--- src/rtl/gray_updown_counter.sv ---
// gray_updown_counter
//   Up/down modulo counter with synchronous load. It has a registered binary
//   count and a registered Gray-code copy of that count. The counter either
//   wraps at the range boundaries or holds there, and it pulses a flag for
//   one cycle after each wrap.
//
// Parameters
//   WIDTH     counter width in bits (>= 2)
//   MODULUS   count range 0..MODULUS-1, 2 <= MODULUS <= 2**WIDTH
//   SATURATE  0: wrap at the boundaries, 1: hold at the boundaries
//
// Ports
//   clk       rising-edge clock
//   reset     synchronous, active-high reset
//   en        count enable, one step per clock while high
//   up        direction, 1 = increment, 0 = decrement
//   load      synchronous load request (wins over en)
//   load_val  value to load, clamped to MODULUS-1
//   bin       registered binary count
//   gray      registered Gray code of bin
//   wrap      one-cycle pulse, the current bin value came from a wrap
//   at_max    combinational, bin == MODULUS-1
//   at_min    combinational, bin == 0
module gray_updown_counter #(
   parameter int unsigned WIDTH    = 4,
   parameter int unsigned MODULUS  = 2**WIDTH,
   parameter bit          SATURATE = 1'b0
) (
   input  logic             clk,
   input  logic             reset,
   input  logic             en,
   input  logic             up,
   input  logic             load,
   input  logic [WIDTH-1:0] load_val,
   output logic [WIDTH-1:0] bin,
   output logic [WIDTH-1:0] gray,
   output logic             wrap,
   output logic             at_max,
   output logic             at_min
);

   // The top of the count range, in extended and native widths.
   localparam logic [WIDTH:0]   MAX_EXT = (WIDTH+1)'(MODULUS - 1);
   localparam logic [WIDTH-1:0] MAX_W   = WIDTH'(MODULUS - 1);
   localparam logic [WIDTH:0]   ONE_EXT = (WIDTH+1)'(1);
   localparam logic [WIDTH:0]   ZERO_EXT = {(WIDTH+1){1'b0}};

   // A configuration that is out of range is rejected at elaboration.
   if ((MODULUS > 2**WIDTH) || (MODULUS < 2) || (WIDTH < 2)) begin : g_cfg_err
      initial $error("gray_updown_counter: illegal WIDTH/MODULUS configuration");
   end

   logic [WIDTH-1:0] bin_q,  bin_d;
   logic [WIDTH-1:0] gray_q, gray_d;
   logic             wrap_q, wrap_d;
   logic [WIDTH:0]   bin_ext_s;
   logic [WIDTH:0]   next_ext_s;
   logic [WIDTH:0]   load_ext_s;

   assign bin_ext_s  = {1'b0, bin_q};
   assign load_ext_s = {1'b0, load_val};

   // Next-state selection: reset > load > en > hold.
   always_comb begin
      next_ext_s = bin_ext_s;
      wrap_d     = 1'b0;
      if (reset) begin
         next_ext_s = ZERO_EXT;
      end else if (load) begin
         if (load_ext_s > MAX_EXT) begin
            next_ext_s = MAX_EXT;
         end else begin
            next_ext_s = load_ext_s;
         end
      end else if (en) begin
         if (up) begin
            if (bin_ext_s >= MAX_EXT) begin
               if (SATURATE) begin
                  next_ext_s = MAX_EXT;
               end else begin
                  next_ext_s = ZERO_EXT;
                  wrap_d     = 1'b1;
               end
            end else begin
               next_ext_s = bin_ext_s + ONE_EXT;
            end
         end else begin
            if (bin_ext_s == ZERO_EXT) begin
               if (SATURATE) begin
                  next_ext_s = ZERO_EXT;
               end else begin
                  next_ext_s = MAX_EXT;
                  wrap_d     = 1'b1;
               end
            end else begin
               next_ext_s = bin_ext_s - ONE_EXT;
            end
         end
      end else begin
         next_ext_s = bin_ext_s;
      end
   end

   // Narrow to WIDTH bits. The extra bit can never be set because every path
   // above is bounded by MAX_EXT. Masking with it keeps that bit observable.
   always_comb begin
      bin_d  = next_ext_s[WIDTH-1:0] & {WIDTH{~next_ext_s[WIDTH]}};
      gray_d = bin_d ^ (bin_d >> 1);
   end

   // bin, gray and wrap are registered together, so they have zero skew.
   always_ff @(posedge clk) begin
      bin_q  <= bin_d;
      gray_q <= gray_d;
      wrap_q <= wrap_d;
   end

   assign bin    = bin_q;
   assign gray   = gray_q;
   assign wrap   = wrap_q;
   assign at_max = (bin_q == MAX_W);
   assign at_min = (bin_q == {WIDTH{1'b0}});

endmodule

--- config.mk ---
export PLATFORM = sky130hd
export DESIGN_NAME = gray_updown_counter
export DESIGN_NICKNAME = d
export VERILOG_FILES = /design/src/rtl/gray_updown_counter.sv
export SDC_FILE = /design/constraint.sdc
export NUM_CORES = 1
export LEC_CHECK = 0
export CAP_MARGIN = 20
export CORE_AREA = 2 2 39 41
export DETAILED_ROUTE_END_ITERATION = 16
export DIE_AREA = 0 0 41 43
export PLACE_DENSITY = 0.67
export SETUP_SLACK_MARGIN = 0.02
export SLEW_MARGIN = 10
export SYNTH_ARGS = -nofsm -noshare
export SYNTH_HDL_FRONTEND = slang
export SYNTH_SLANG_ARGS = --single-unit
--- constraint.sdc ---
create_clock -name clk -period 3.2 [get_ports clk]
set_input_delay 0.64 -clock clk [delete_from_list [all_inputs] [get_ports clk]]
set_output_delay 0.64 -clock clk [all_outputs]
set_load 0.01 [all_outputs]
Word level (Yosys, flattened, before mapping)
Index checks and enable logic that the tools add are counted.
- register bits: 9
- bits in latches: 0
- RAM bits: 0
- bits in read-only memories: 0
- input bits: 9
- output and inout port bits: 11
- word-level logic and storage cells: 25
- memories kept: 0
- $add $sub $neg: 2
- multiply operators: 0
- div/mod/pow operators: 0
- order comparisons: 2
- equality and inequality tests: 1
- shift operators: 0
- multiplexer cells: 10
- bitwise gates (word level): 4
- reductions and logical operators: 3
- operator list (cell ; number):
    $mux W5 ; 6
    $add A4 B1 Y5 const B ; 1
    $logic_not A5 Y1 ; 1
    $sub A4 B1 Y5 const B ; 1
    $and A4 B4 Y4 ; 1
    $eq A4 B4 Y1 const B ; 1
    $ge A4 B4 Y1 const B ; 1
    $gt A4 B4 Y1 const B ; 1
    $logic_not A4 Y1 ; 1
    $mux W4 ; 1
    $xor A4 B3 Y4 ; 1
    $mux W1 ; 3
    $reduce_or A3 Y1 ; 1
    $not A1 Y1 ; 2

Longest topological paths before layout
Gate-level depths: netlist (run 1).
- depth in word-level cells: 9
- mapped depth: 7
- depth with buffers taken out: 7

Worst setup path after synthesis (run 1)
OpenSTA, ideal clock, no wires.
- kind: input port to flip-flop
- start point: input up
- end point: register gray_q[2] (netlist: gray[2])
- arrival time: 1582 ps
- setup slack: 1482 ps
- stages on the path: 6
- buffers on the path: 1
- path through: buf_6 mux2_2 nand2_1 xor2_1 a211oi_2 xor2_1
- cells in the longest elaborated chain, start to end: 7
- RTL lines (item ; line ; source):
    start, declared ; 32 ; input logic up,
    $mux W5 (*) ; 76 ; if (up) begin
    $mux W5 (*) ; 75 ; end else if (en) begin
    $mux W5 (*) ; 69 ; end else if (load) begin
    $mux W5 (*) ; 67 ; if (reset) begin
    $not A1 Y1 ; 107 ; bin_d = next_ext_s[WIDTH-1:0] & {WIDTH{~next_ext_s[WIDTH]}};
    $and A4 B4 Y4 (*) ; 107 ;
    via bin_d[2] ; 53 ; logic [WIDTH-1:0] bin_q, bin_d;
    $xor A4 B3 Y4 (*) ; 108 ; gray_d = bin_d ^ (bin_d >> 1);
    via gray_d[2] ; 54 ; logic [WIDTH-1:0] gray_q, gray_d;
    end signal, assigned ; 114 ; gray_q <= gray_d;
    end, declared ; 54 ;
The timed path passes the listed nets; every way through them passes the cells marked *.
A chain may end at the register's enable or synchronous reset.

Worst setup path in the final report (run 1)
- start point: register bin_q[0] (netlist: bin[0])
- end point: output at_min
- cells in the longest elaborated chain, start to end: 1
- RTL lines (item ; line ; source):
    start, declared ; 53 ;
    start signal, assigned ; 113 ; bin_q <= bin_d;
    $logic_not A4 Y1 ; 122 ; assign at_min = (bin_q == {WIDTH{1'b0}});
    end, declared ; 39 ; output logic at_min
Every way passes these cells.

==> metrics.txt, run 1 <==
post-synth cell types 30; CP peak stage delay between 400 and 500 ps; reg2reg path depth 7; status completed; worst flop-to-flop path startpoint bin[0]; antenna cells 0; Port Buf Inserts 19; Mapped Cells 56; post-synthesis average cell area approximately 9 um2; Final Hold Vio Count 0; critical path required time 2560 ps; cts repair resizes 0; grt ovf 0; Critical Path Stages 5; DRT met1 WL 453 um; # H-tree levels 1; Final Hold Slack 791 ps; CP startpoint kind register; hold_sp bin[3]; flop2flop setup slack about 1400 ps; largest net degree at the start of global routing 12; synthesized area approximately 500 um2; relative slew slack between 70 and 80%; endpoint class of the critical path primary output; synth warn 0; Slew @ Worst Pin ~360 ps; Hold Path Class reg2reg; Initial Util 36.0%; PD cells just over 400 nW/um2; vias in the first global route between 300 and 400; Layout area overhead 40.7%; DR pass1 iterations 2; Final Wtd Congestion roughly 0.76; row count 14; sequential-to-total area share from yosys stat about a third; Via density 4.93; Critical-path top delay cell clkdlybuf4s50_1; CTS clk-pin slew, worst paths about 50 ps; Worst Path Max Fanout 8; clock root buffer clkbuf_4; drt total wl 966 um; nets between 80 and 90; TritonCTS clock tree built; Hold Path Depth 3; detailed placement HPWL between 700 and 800 um; final-layout fill cell count around 140; Vias between 400 and 500; Critical Setup Path Class reg2out; Final ANT Viol Nets 0; first-pass GRT wire length about 1600 um; Syn Nets between 60 and 70; Hold EP wrap; core area 1380 um2; Reg area 160 um2; DRC viols 0; RSZ-0062 raised after global routing no; final setup fails 0; Tmin final around 2300 ps; cts bufs inserted 3; DR iter-0 viols 5; antenna violations before repair 0; area of the multi-input gates about 290 um2; CTS Sinks 8; Buffers & Inverters on Critical Path 2; fmax 0.434 GHz; Crit path max-delay family buffers and inverters; setup_tns 0 ps; RR Endpoint gray[1]; top layer in use met3; layout cells sized above 1 between 10% and 20%; #FFs+latches synth 8; hold buffers post-CTS 0; clock latency on the worst-skew pair between 200 and 300 ps; Die Area 1760 um2; met3 wire length 51 um; DR WL/cell approximately 11 um; max cap viols 0; leakage power about 0.00029 uW; Die Width around 41 um; Overall Global Routing Usage 13.2%; met2 wire length between 400 and 500 um; Clock Skew around 4.0 ps; postcts setup bufs 0; critical path data arrival time about 1700 ps; Chip Height ~43 um; total power approximately 290 uW; max-slew violation count 0; final non-filler cell total 91; num ports 20; placed insts between 80 and 90; final critical-path share of the clock period between 70 and 80%; Max Buffers Root-to-Sink 2; maximum vdd drop around 0.37 mV; crit-path cells inv_1 -> ha_1 -> nand2_1 -> nor2_1 -> clkdlybuf4s50_1
cell families (layout without fill, tap and decap cells):
kind of cell,Yosys count,in the layout,share of synthesized area [%]
adders and majority gates,2,2,5.02
AOI/OAI and AO/OA,13,13,21.1
and+or+nand+nor,18,18,17.6
DFF,8,8,32.2
muxes,3,3,6.28
xor gates and xnor gates,5,5,8.79
buffers and inverters,7,26,9.04
state kept, by name, indices dropped and copies added, names as in the netlist:
signal and count:
wrap 1, bin 4, gray 3
area by class of cell:
| type | count | share of cell area [%] |
|---|---|---|
| timing repair buffer | 19 | 27.1 |
| tap | 16 | 2.86 |
| clock buffer | 3 | 3.21 |
| inverter | 4 | 2.14 |
| multi-input combinational | 41 | 41.8 |
| sequential | 8 | 22.9 |
worst register-to-register path, cell delays in order, from the launching register on:
cell      delay (ps)
dfxtp_1          440
inv_1            110
ha_1             250
mux2_2           260
nand2_1           80
xor2_1            80
a211oi_2         340
xor2_1           170
worst max path at each step:
stage | startpoint | to | slack [ps]
floorplan | up | gray[2] | 1480
global placement | up | gray[2] | 860
detailed placement | up | gray[2] | 830
CTS | bin[0] | at_min | 880
global route | bin[0] | at_min | 730
finish | bin[0] | at_min | 900
per-layer routing:
metal  GRT usage, %  vias to the layer above
met4           4.00                        0
met1           15.6                      198
met2           20.3                       14
met3           6.28                        0
met5              0                        -
li1               -                      237
Yosys cell counts:
master | n | area share [%]
inv_1 | 3 | 2.3
o21ai_0 | 2 | 2.0
ha_1 | 2 | 5.0
buf_4 | 1 | 1.5
nor2b_1 | 1 | 1.3
a2bb2oi_1 | 1 | 1.8
mux2i_1 | 2 | 4.0
nand2_1 | 3 | 2.3
a21oi_2 | 1 | 1.8
mux2_2 | 1 | 2.3
and3_2 | 1 | 1.5
a31oi_1 | 1 | 1.3
inv_2 | 1 | 0.75
a211oi_2 | 1 | 2.5
o21a_1 | 1 | 1.5
a2111oi_2 | 1 | 3.0
a21boi_0 | 1 | 1.5
nor3b_1 | 1 | 1.5
nor2_1 | 7 | 5.3
nand4_1 | 1 | 1.3
xor2_1 | 5 | 8.8
or4_1 | 1 | 1.5
o211ai_1 | 1 | 1.5
a21oi_1 | 1 | 1.0
buf_6 | 2 | 4.5
nor3_1 | 2 | 2.0
dfxtp_1 | 8 | 32
a21o_1 | 1 | 1.5
nand3_1 | 1 | 1.0
o31a_1 | 1 | 1.8
stage by stage:
step                      util [%]  setup WS [ps]  instance area (um2)
final                         50.6            896                  701
after global routing          50.6            732                  701
after CTS                     50.6            880                  701
after detailed placement      49.0            828                  678
after global placement        49.0            858                  678
after floorplan                  -           1480                  498
report_power, final:
| group | leakage [uW] | switching [uW] | total (uW) | internal [uW] |
|---|---|---|---|---|
| Clock | 0.0000138 | 32.3 | 75.1 | 42.8 |
| Combinational | 0.000211 | 39.2 | 92.1 | 52.9 |
| Sequential | 0.0000666 | 11.5 | 122 | 111 |
cell usage in the layout, fill, tap and decap left out, drive strengths merged, types with 2 or more instances in the layout:
master,count
o21ai,2
dfxtp,8
inv,4
a21oi,2
nor3,2
mux2i,2
clkdlybuf4s50,19
xor2,5
clkbuf,3
nor2,7
ha,2
nand2,3
(Power assumes the default switching activity.)
==> run 2: changes to the inputs <==
Settings changed: CORE_AREA 2 2 39 41 to 2 2 41 43, DIE_AREA 0 0 41 43 to 0 0 43 45, PLACE_DENSITY 0.67 to 0.63.
Clock period 3.2 ns to 1.9 ns, I/O delays scaled along.
==> run 2 against run 1 <==
Against the previous run: critical path depth shrank 4; critical path type unchanged; via count grew 5.8%; total power grew 71%; utilization grew 0.22 points; register-to-register slack lost 1200 ps; combinational power grew 79%; clock skew shrank 2.2 ps; sequential power grew 69%; wire length grew 8.1%; non-clock buffer count grew 5; sequential cell count is the same; first-iteration DRC count grew 20%; largest cell class unchanged.
==> metrics.txt, run 2 (same netlist as run 1, synthesis figures left out) <==
clock power share 25.1%; endpoint class of the critical path primary output; sequential power share between 40% and 50%; CP peak stage delay around 600 ps; Buffers & Inverters on Critical Path 1; DR iter-0 viols 6; Hold Path Class in2reg; crit-path cells clkdlybuf4s50_1; cell internal pwr roughly 350 uW; largest net degree at the start of global routing 10; layout cells sized above 1 ~23%; Hold Path Depth 3; clock latency on the worst-skew pair between 200 and 250 ps; row count 14; reg2reg path depth 5; PD cells 662 nW/um2; final worst slack about 190 ps; num ports 20; hold buffers post-CTS 0; Final ANT Viol Nets 0; final setup fails 0; Critical-path top delay cell clkdlybuf4s50_1; Clock Skew around 1.8 ps; TritonCTS clock tree built; critical path required time roughly 1500 ps; CTS Sinks 8; most common cell after layout, fill and taps aside clkdlybuf4s50_1; Layout area overhead 50.3%; final critical-path share of the clock period 90.2%; relative slew slack ~75%; Final Wtd Congestion between 0.7 and 0.8; leakage power between 0.0003 and 0.0004 uW; Via density ~5; status completed; pre-CTS setup slack -65.1 ps; Initial Util roughly 34%; Critical Setup Path Class reg2out; clock root buffer clkbuf_4; critical path data arrival time 1330 ps; grt ovf 0; DR pass1 iterations 3; vias in the first global route around 420; detailed placement HPWL approximately 860 um; commonest cells after routing, fill and taps aside clkdlybuf4s50_1, nor2_1, dfxtp_1; Vias between 400 and 500; first-pass GRT wire length about 1800 um; Final Hold Slack between 700 and 800 ps; max cap viols 0; final core occ between 50 and 60%; antenna violations before repair 0; Overall Global Routing Usage a little under an eighth; max-slew violation count 0; Max Buffers Root-to-Sink 2; Final Hold Vio Count 0; Die Area about 1900 um2; power share of the combinational group between 30% and 40%; cts bufs inserted 3; CTS clk-pin slew, worst paths 50 ps; DRC viols 0; final instance area 748 um2; drt total wl approximately 1000 um; Worst Path Max Fanout 9; maximum vdd drop approximately 0.42 mV; Tmin final 1710 ps; Largest register FFs 4; Die Width around 43 um; RSZ-0062 raised after global routing no; core area between 1000 and 1500 um2; fmax between 0.5 and 0.6 GHz; dpl cell area ~720 um2; Switching Share 28.4%; total power between 400 and 500 uW; # H-tree levels 1; Chip Height 45 um; antenna cells 0; nets 93; Critical Path Stages 1; Slew @ Worst Pin 370 ps; DR WL/cell 10.9 um; Port Buf Inserts 19; Net Sw Power about 140 uW; Crit path max-delay family buffers and inverters; CP startpoint kind register
## run 2: cell types whose count changed in the layout (fill, tap and decap cells not counted)
cell | before | now
dfxtp_1 | 8 | 6
ha_1 | 2 | 0
buf_4 | 0 | 5
ha_2 | 0 | 2
clkdlybuf4s50_1 | 19 | 17
dlygate4sd2_1 | 0 | 2
dfxtp_4 | 0 | 2
## run 2: metrics by stage
step | std cells | setup TNS [ps]
2_1_floorplan | 56 | 0
3_3_place_gp | 93 | -82.0
3_5_place_dp | 93 | -121
4_1_cts | 96 | 0
5_1_grt | 96 | 0
6_report | 96 | 0
## run 2: power groups by stage
stage,clock (uW),combinational [uW],sequential [uW]
after floorplan,0,83.2,213
after global placement,0,166,208
after detailed placement,0,167,209
after CTS,130,167,206
after global routing,142,181,210
final,124,165,206
## run 2: final cells by class
| cell class | count | area, um2 |
|---|---|---|
| Clock buffer | 3 | 22.5 |
| Inverter | 4 | 15.0 |
| Tap cell | 16 | 20.0 |
| Timing Repair Buffer | 24 | 225 |
| Fill cell | 159 | 723 |
| Multi-Input combinational cell | 41 | 298 |
| Sequential cell | 8 | 168 |
## run 2: path summary, 6_finish.rpt
path	from	end	slack [ps]
worst min-delay path	load_val[3]	bin[3]	760
worst max-delay path	bin[3]	bin[3]	190
worst max register to register	bin[3]	gray[2]	220
worst min register to register	bin[3]	wrap	780
## run 2: timing repair
action / CTS / global route
setup buffers: 0 / 0
endpoints found under the hold margin: 0 / 0
gates resized for setup: 8 / 0
endpoints found under the setup margin: 2 / 0
## run 2: routing by layer
layer / track usage, % / share of wire (%) / vias to the layer above
met1: 16.0 / 49 / 213
met3: 4.00 / 5.3 / 0
met4: 1.82 / 0 / 0
met2: 18.8 / 45 / 12
met5: 0 / 0 / -
li1: - / - / 250
